**src/rtl/fetch_decode_queue.sv**
```systemverilog
// Fetch-to-decode instruction queue: circular FIFO between the fetch and register stages.
// The head entry is presented combinationally, and a NOP is presented when the queue is empty.
`ifndef WORD_SIZE
`define WORD_SIZE 32
`endif
`ifndef BIT_COUNT
`define BIT_COUNT 32
`endif

module fetch_decode_queue #(
    parameter int                    DEPTH     = 2,
    parameter logic [`WORD_SIZE-1:0] NOP_INSTR = 32'h0000_0013
) (
    input  logic                       clk,
    input  logic                       reset,
    input  logic                       FetchValid,
    output logic                       FetchReady,
    input  logic [`WORD_SIZE-1:0]      InstrF,
    input  logic [`BIT_COUNT-1:0]      PCF,
    output logic                       DecodeValid,
    input  logic                       DecodeReady,
    output logic [`WORD_SIZE-1:0]      InstrD,
    output logic [`BIT_COUNT-1:0]      PCD,
    output logic [`BIT_COUNT-1:0]      PCPlus4D,
    input  logic                       FlushD,
    output logic [$clog2(DEPTH):0]     Count
);
    localparam int AW = $clog2(DEPTH);
    localparam int CW = AW + 1;

    typedef struct packed {
        logic [`WORD_SIZE-1:0] instr;
        logic [`BIT_COUNT-1:0] pc;
    } entry_t;

    entry_t         mem [DEPTH];
    entry_t         head;
    logic [AW-1:0]  rd_ptr, wr_ptr;
    logic [CW-1:0]  cnt;
    logic           push, pop;

    // Ready depends only on registered occupancy, so a full queue refuses an offer even while popping.
    assign FetchReady  = (cnt < CW'(DEPTH));
    assign DecodeValid = (cnt != '0);
    assign push        = FetchValid && FetchReady && !FlushD;
    assign pop         = DecodeValid && DecodeReady && !FlushD;
    assign Count       = cnt;

    always_ff @(posedge clk) begin
        if (!reset) begin
            rd_ptr <= '0;
            wr_ptr <= '0;
            cnt    <= '0;
        end else if (FlushD) begin
            rd_ptr <= '0;
            wr_ptr <= '0;
            cnt    <= '0;
        end else begin
            if (push) wr_ptr <= wr_ptr + AW'(1);
            if (pop)  rd_ptr <= rd_ptr + AW'(1);
            if (push && !pop)      cnt <= cnt + CW'(1);
            else if (pop && !push) cnt <= cnt - CW'(1);
        end
    end

    // Storage is deliberately unreset; entries are only observable while counted valid.
    always_ff @(posedge clk) begin
        if (reset && push) mem[wr_ptr] <= '{instr: InstrF, pc: PCF};
    end

    assign head     = mem[rd_ptr];
    assign InstrD   = DecodeValid ? head.instr : NOP_INSTR;
    assign PCD      = DecodeValid ? head.pc    : '0;
    assign PCPlus4D = PCD + `BIT_COUNT'(4);
endmodule
```
**config.mk**
```make
export PLATFORM = sky130hd
export DESIGN_NAME = fetch_decode_queue
export DESIGN_NICKNAME = d
export VERILOG_FILES = /design/src/rtl/fetch_decode_queue.sv
export SDC_FILE = /design/constraint.sdc
export NUM_CORES = 1
export LEC_CHECK = 0
export CAP_MARGIN = 20
export CORE_MARGIN = 2
export CORE_UTILIZATION = 49
export CTS_BUF_LIST = sky130_fd_sc_hd__clkbuf_8
export DETAILED_ROUTE_END_ITERATION = 12
export MAX_ROUTING_LAYER = met4
export PLACE_DENSITY = 0.82
export SLEW_MARGIN = 10
export SYNTH_ARGS = -nofsm -noshare
export SYNTH_HDL_FRONTEND = slang
export SYNTH_SLANG_ARGS = --single-unit
```
**constraint.sdc**
```tcl
create_clock -name clk -period 5.11 [get_ports clk]
set_input_delay 1.022 -clock clk [delete_from_list [all_inputs] [get_ports clk]]
set_output_delay 1.022 -clock clk [all_outputs]
set_load 0.02 [all_outputs]
```
## Word-level counts from Yosys, hierarchy flattened

Memories as Yosys holds them, arrays and structs flattened. A register that Yosys moved wholly into a read port is not among the register bits.
Index checks and enable logic that the tools add are counted.
Widths: inputs -> output; s select.

- Bitwise gates (word level): 1
- Reduce and logical (&&, ||, !) cells: 13
- $add $sub $neg: 5
- Muxes and demuxes: 8
- Order comparisons: 1

Operators by type and width:

| kind | number |
|---|---|
| $mux 32 | 2 |
| $add 32x3->32 const B | 1 |
| $logic_and 1x1->1 | 7 |
| $mux 1 | 4 |
| $mux 2 | 2 |
| $reduce_bool 2->1 | 2 |
| $logic_not 1->1 | 3 |
| $add 1x1->1 const B | 2 |
| $add 2x1->2 const B | 1 |
| $lt 2x2->1 const B | 1 |
| $reduce_or 2->1 | 1 |
| $sub 2x1->2 const B | 1 |
| $not 1->1 | 1 |

- Output and inout port bits: 100
- Logic and storage cells: 32
- Input port bits: 69
- Memory bits (writable): 128
- Memories kept: 1
- Bits in registers: 4

Memory list:

| name | depth | bits a word | read ports | clocked after memory_dff | write ports | RTL line | source |
|---|---|---|---|---|---|---|---|
| mem | 2 | 64 | 1 | 1 | 1 | 36 | `entry_t mem [DEPTH];` |

## Depth between registers and ports, before layout

Gate-level depths: netlist of run 1.

- Depth after elaboration: 7
- Mapped depth: 12
- Mapped depth without buffers: 9

## Worst setup path before layout of run 1

OpenSTA, ideal clock, no wires.

- Kind: input port to flip-flop
- Start: in FlushD
- End: mem mem[0][0] (netlist name), enable pin
- Library setup time: 0.486 ns
- Required time: 4.624 ns
- Slack: 0.461 ns
- Buffers on the path: 0
- Stages on the path: 3
- Data arrival time: 4.163 ns
- Cells stage by stage: nor3b_1 > nand2_1 > nor2_1

- Cells in the longest elaborated chain, start to end: 5

Ends and longest elaborated chain:

| what | RTL line | source |
|---|---|---|
| from (decl) | 25 | `input logic FlushD,` |
| $logic_not 1->1 | 45 | `assign push = FetchValid && FetchReady && !FlushD;` |
| $logic_and 1x1->1 | 45 |  |
| $logic_and 1x1->1 | 68 | `if (reset && push) mem[wr_ptr] <= '{instr: InstrF, pc: PCF};` |
| $mux 1 | 68 |  |
| $mux 1 (implied by the code) | 68 |  |
| to (decl) | 36 |  |

Every way passes these cells.

## Worst setup path after layout of run 1

- Start: reg cnt[1] (netlist: Count[1])
- End: out PCPlus4D[24]

- Cells in the longest elaborated chain, start to end: 3

Ends and longest elaborated chain:

| what | RTL line | source |
|---|---|---|
| from (decl) | 39 | `logic [CW-1:0] cnt;` |
| from (signal assigned) | 61 | `if (push && !pop) cnt <= cnt + CW'(1);` |
| from (signal assigned) | 62 | `else if (pop && !push) cnt <= cnt - CW'(1);` |
| $reduce_bool 2->1 | 44 | `assign DecodeValid = (cnt != '0);` |
| $mux 32 | 73 | `assign PCD = DecodeValid ? head.pc : '0;` |
| $add 32x3->32 | 74 | `` assign PCPlus4D = PCD + `BIT_COUNT'(4); `` |
| to (decl) | 24 | `` output logic [`BIT_COUNT-1:0] PCPlus4D, `` |

Every way passes these cells.

==> flow_summary.rst, run 1 <==
.. list-table::
   :header-rows: 1

   * - Metric
     - Value
   * - Switching part of the total power
     - 23.3%
   * - Final nets
     - 650
   * - Setup slack of the most critical reg-to-reg path
     - 2.74 ns
   * - Leading cell type by number of instances after synthesis
     - edfxtp_1
   * - Worst Path Max Fanout
     - 15
   * - Post-synthesis async set-or-reset flop share
     - 0%
   * - Synth area leader
     - edfxtp_1
   * - Deepest level of the CTS H-tree
     - 4
   * - Root Driver
     - clkbuf_8
   * - Worst supply voltage drop on vdd
     - 0.242 mV
   * - Power after layout
     - 2310 uW
   * - Number of enable-type register cells in the synthesized netlist
     - 128
   * - Critical Setup Path Class
     - register to output port
   * - Final setup violation count
     - 0
   * - Vias in the first global route
     - 3965
   * - Worst hold-check path type
     - register to register
   * - Pre-CTS setup slack
     - 0.888 ns
   * - Hpwl dp
     - 9.42 mm
   * - Layout cells sized above 1
     - 9.97%
   * - Hold Crit Endpoint
     - rd_ptr$_SDFFE_PP0P_
   * - Net Sw Power
     - 538 uW
   * - Outcome
     - finished clean
   * - Placed cell count
     - 707
   * - Number of standard cells in the final layout excluding fillers
     - 740
   * - Clk pin slew, worst setup/hold paths
     - 0.07 ns
   * - Clock network latency to the later pin of the worst-skew pair
     - 0.43 ns
   * - Area used by multi-input combinational logic
     - 0.00182 mm2
   * - Distinct cell type count after synthesis
     - 37
   * - Final routed wirelength across all metal layers
     - 13.1 mm
   * - Count of mapped cells out of synthesis
     - 403
   * - Placeable core region
     - 0.0119 mm2
   * - Per-cell routed wire length
     - 17.7 um
   * - Number of clock sinks
     - 133
   * - Number of max-slew violations in the final report
     - 0
   * - Setup repair after global routing missed its margin
     - no
   * - Number of maximum-capacitance violations
     - 0
   * - FF-to-FF Start
     - Count[1]$_SDFFE_PP0P_
   * - Number of buffer cells added on primary ports
     - 168
   * - Number of storage elements in the synthesis netlist
     - 133
   * - Power Internal
     - 1770 uW
   * - Endpoint of the worst-slack reg-to-reg timing path
     - mem[1][24]$_DFFE_PP_
   * - Max clock buf depth
     - 2
   * - Gates resized, CTS repair
     - 0
   * - Area share of the largest cell type after synthesis
     - 65.3%
   * - Postcts setup bufs
     - 0
   * - CTS buffer count
     - 17
   * - Final Critical Period
     - 4.66 ns
   * - Clock Power Share
     - 34.6%
   * - Initial antenna violation count
     - 1
   * - Startpoint types
     - register
   * - Fin. Hold Viols
     - 0
   * - Logic gate share of total power
     - 12.4%
   * - Endpoint class of the critical path
     - output port
   * - GRT Total Usage
     - 21.5%
   * - Iteration count of the initial detailed-routing pass
     - 4
   * - Sequential area share after synthesis
     - 67.0%
   * - Routed vias
     - 3927
   * - Post-synth top cells
     - 128 x edfxtp_1, 65 x nor2_1, 61 x mux2i_1, 19 x xor2_1, 16 x nand3_1
   * - Area added between synthesis and finish
     - 37.4%
   * - Area of the mapped netlist
     - 0.00588 mm2
   * - I/O pins
     - 169
   * - Min-Delay Path Depth
     - 2
   * - Launch instance of the worst min-delay path
     - rd_ptr$_SDFFE_PP0P_
   * - Synth Area per Inst
     - 14.6 um2
   * - CTS tree
     - built
   * - Mean number of vias per cell
     - 5.31
   * - Mapped Nets
     - 474
   * - Pin count of the biggest net entering global routing
     - 43
   * - Area contributors post-synth
     - edfxtp_1 65%, mux2i_1 10%, nor2_1 4.1%
   * - Routability congestion estimate
     - 0.828
   * - Wire length of the first global-routing pass
     - 20.5 mm
   * - Transition at the pin with the smallest max-transition slack
     - 0.883 ns
   * - Die Span Y
     - 114 um
   * - Sequential fraction of design power
     - 53.0%
   * - Die footprint
     - 0.0129 mm2
   * - Number of rows in the core area
     - 40
   * - Area of all sequential standard cells
     - 0.00395 mm2
   * - Fmax
     - 215 MHz
   * - Maximum clock skew at final layout
     - 0.00819 ns
   * - Antenna Nets Post-Route
     - 0
   * - Fill count
     - 847
   * - Start point of the critical path
     - Count[1]$_SDFFE_PP0P_
   * - Worst Reg-to-Reg Cells
     - 3
   * - Required time at the worst-slack endpoint
     - 4.09 ns
   * - Violation count after the first detailed-routing iteration
     - 276
   * - Post-CTS Hold Buffers
     - 0
   * - Total number of yosys warnings
     - 0
   * - Critical path arrival
     - 3.63 ns
   * - DRC violation count after routing
     - 0
   * - Static leakage
     - 0.00261 uW
   * - Main synth FF type
     - edfxtp_1
   * - Tightest slew margin relative to the limit
     - 41.2%
   * - GRT Residual Overflow
     - 0
   * - Post-route setup TNS
     - 0 ns
   * - Post-route worst setup slack
     - 0.454 ns
   * - Hold slack
     - 0.536 ns
   * - Starting density of the core
     - 49.6%
   * - DIE WIDTH
     - 114 um
   * - P per Cell Area
     - 286 mW/mm2
   * - Final cycle utilization of the critical path
     - 91.1%
[how the worst max path moves through the flow]
stage                     slack (ns)                   to  cells after the start
after floorplan                 0.46  mem[0][0]$_DFFE_PP_                      3
after global placement          0.99         PCPlus4D[24]                     10
after detailed placement        0.89         PCPlus4D[30]                     10
after CTS                       0.41         PCPlus4D[30]                     10
after global routing            0.12         PCPlus4D[24]                     10
final                           0.45         PCPlus4D[24]                     10
[cells by family (layout without fill, tap and decap cells)]
logic type,Yosys count,count (layout),share of synthesized area (%)
compound gates,14,14,3.02
xor+xnor,32,32,4.76
fa+ha+maj,2,2,0.425
buf+inv,24,213,2.34
flops,133,133,67.0
mux,62,62,10.6
other cells,0,1,0
simple gates,136,136,11.8
[critical path, cell delays in order, from the launching register on]
cell and delay (ns):
dfxtp_1 0.47, nor2_4 0.15, or2_2 0.33, inv_1 0.08, ha_1 0.30, o21ai_0 0.16
a211oi_2 0.23, o2111ai_2 0.36, nor3_1 0.32, xor2_1 0.18, clkdlybuf4s50_1 0.62
[layout make-up]
type / count / area share, %
sequential: 133 / 48.9
antenna: 1 / 0.0310
clock buffer: 17 / 2.90
inverter: 6 / 0.279
clock inverter: 15 / 1.55
multi-input combinational: 246 / 22.5
tap: 147 / 2.28
timing repair buffer: 175 / 21.6
[power groups by stage]
stage / logic, uW / registers, uW / clock network (uW)
3_3_place_gp: 282 / 1250 / 0
3_5_place_dp: 287 / 1250 / 0
4_1_cts: 288 / 1220 / 816
5_1_grt: 304 / 1230 / 856
2_1_floorplan: 133 / 1250 / 0
6_report: 287 / 1220 / 799
[metrics by stage]
stage / utilization (%) / instance area (um2)
2_1_floorplan: - / 5880
3_3_place_gp: 65.1 / 7720
3_5_place_dp: 65.1 / 7720
4_1_cts: 68.1 / 8080
5_1_grt: 68.1 / 8080
6_report: 68.1 / 8080
[cell usage in the layout (no fill, tap or decap), types with 2 or more instances in the layout]
master           instances
a211oi_2                 4
a21oi_1                  3
buf_4                    6
bufinv_16                2
clkbuf_8                17
clkdlybuf4s50_1        168
clkinv_1                 2
clkinv_2                 4
clkinvlp_4               3
dfxtp_1                  4
edfxtp_1               128
ha_1                     2
inv_1                   10
mux2i_1                 61
nand2_1                 13
nand2b_1                 3
nand3_1                 16
nand3b_1                 4
nand4_1                  4
nor2_1                  63
nor2_2                   2
nor2_4                   2
nor3_1                  13
nor4_2                   6
o21ai_0                  2
or2_2                    2
xnor2_1                 13
xor2_1                  19
[flip-flops by register name (all words and copies together) (netlist names), named ones only]
name / flops
wr_ptr: 1
mem: 128
Count: 2
rd_ptr: 1
[metal layers]
metal	part of all wire [%]	global-route usage, %	wire (um)	vias to the layer above
met5	0	-	0	-
met3	8.5	8.02	1110	18
li1	-	-	-	1844
met1	41	25.3	5320	1907
met2	49	34.8	6440	158
met4	1.9	6.67	246	0
(Power assumes the default switching activity.)
==> inputs of run 2 (changes only) <==
--- a/config.mk
+++ b/config.mk
@@ -5,6 +5,7 @@
 export SDC_FILE = /design/constraint.sdc
 export NUM_CORES = 1
 export LEC_CHECK = 0
+export ABC_CLOCK_PERIOD_IN_PS = 5110
 export CAP_MARGIN = 20
 export CORE_MARGIN = 2
 export CORE_UTILIZATION = 49
==> results of run 2 <==
The final DEF is identical to that of run 1; final timing and power are the same.
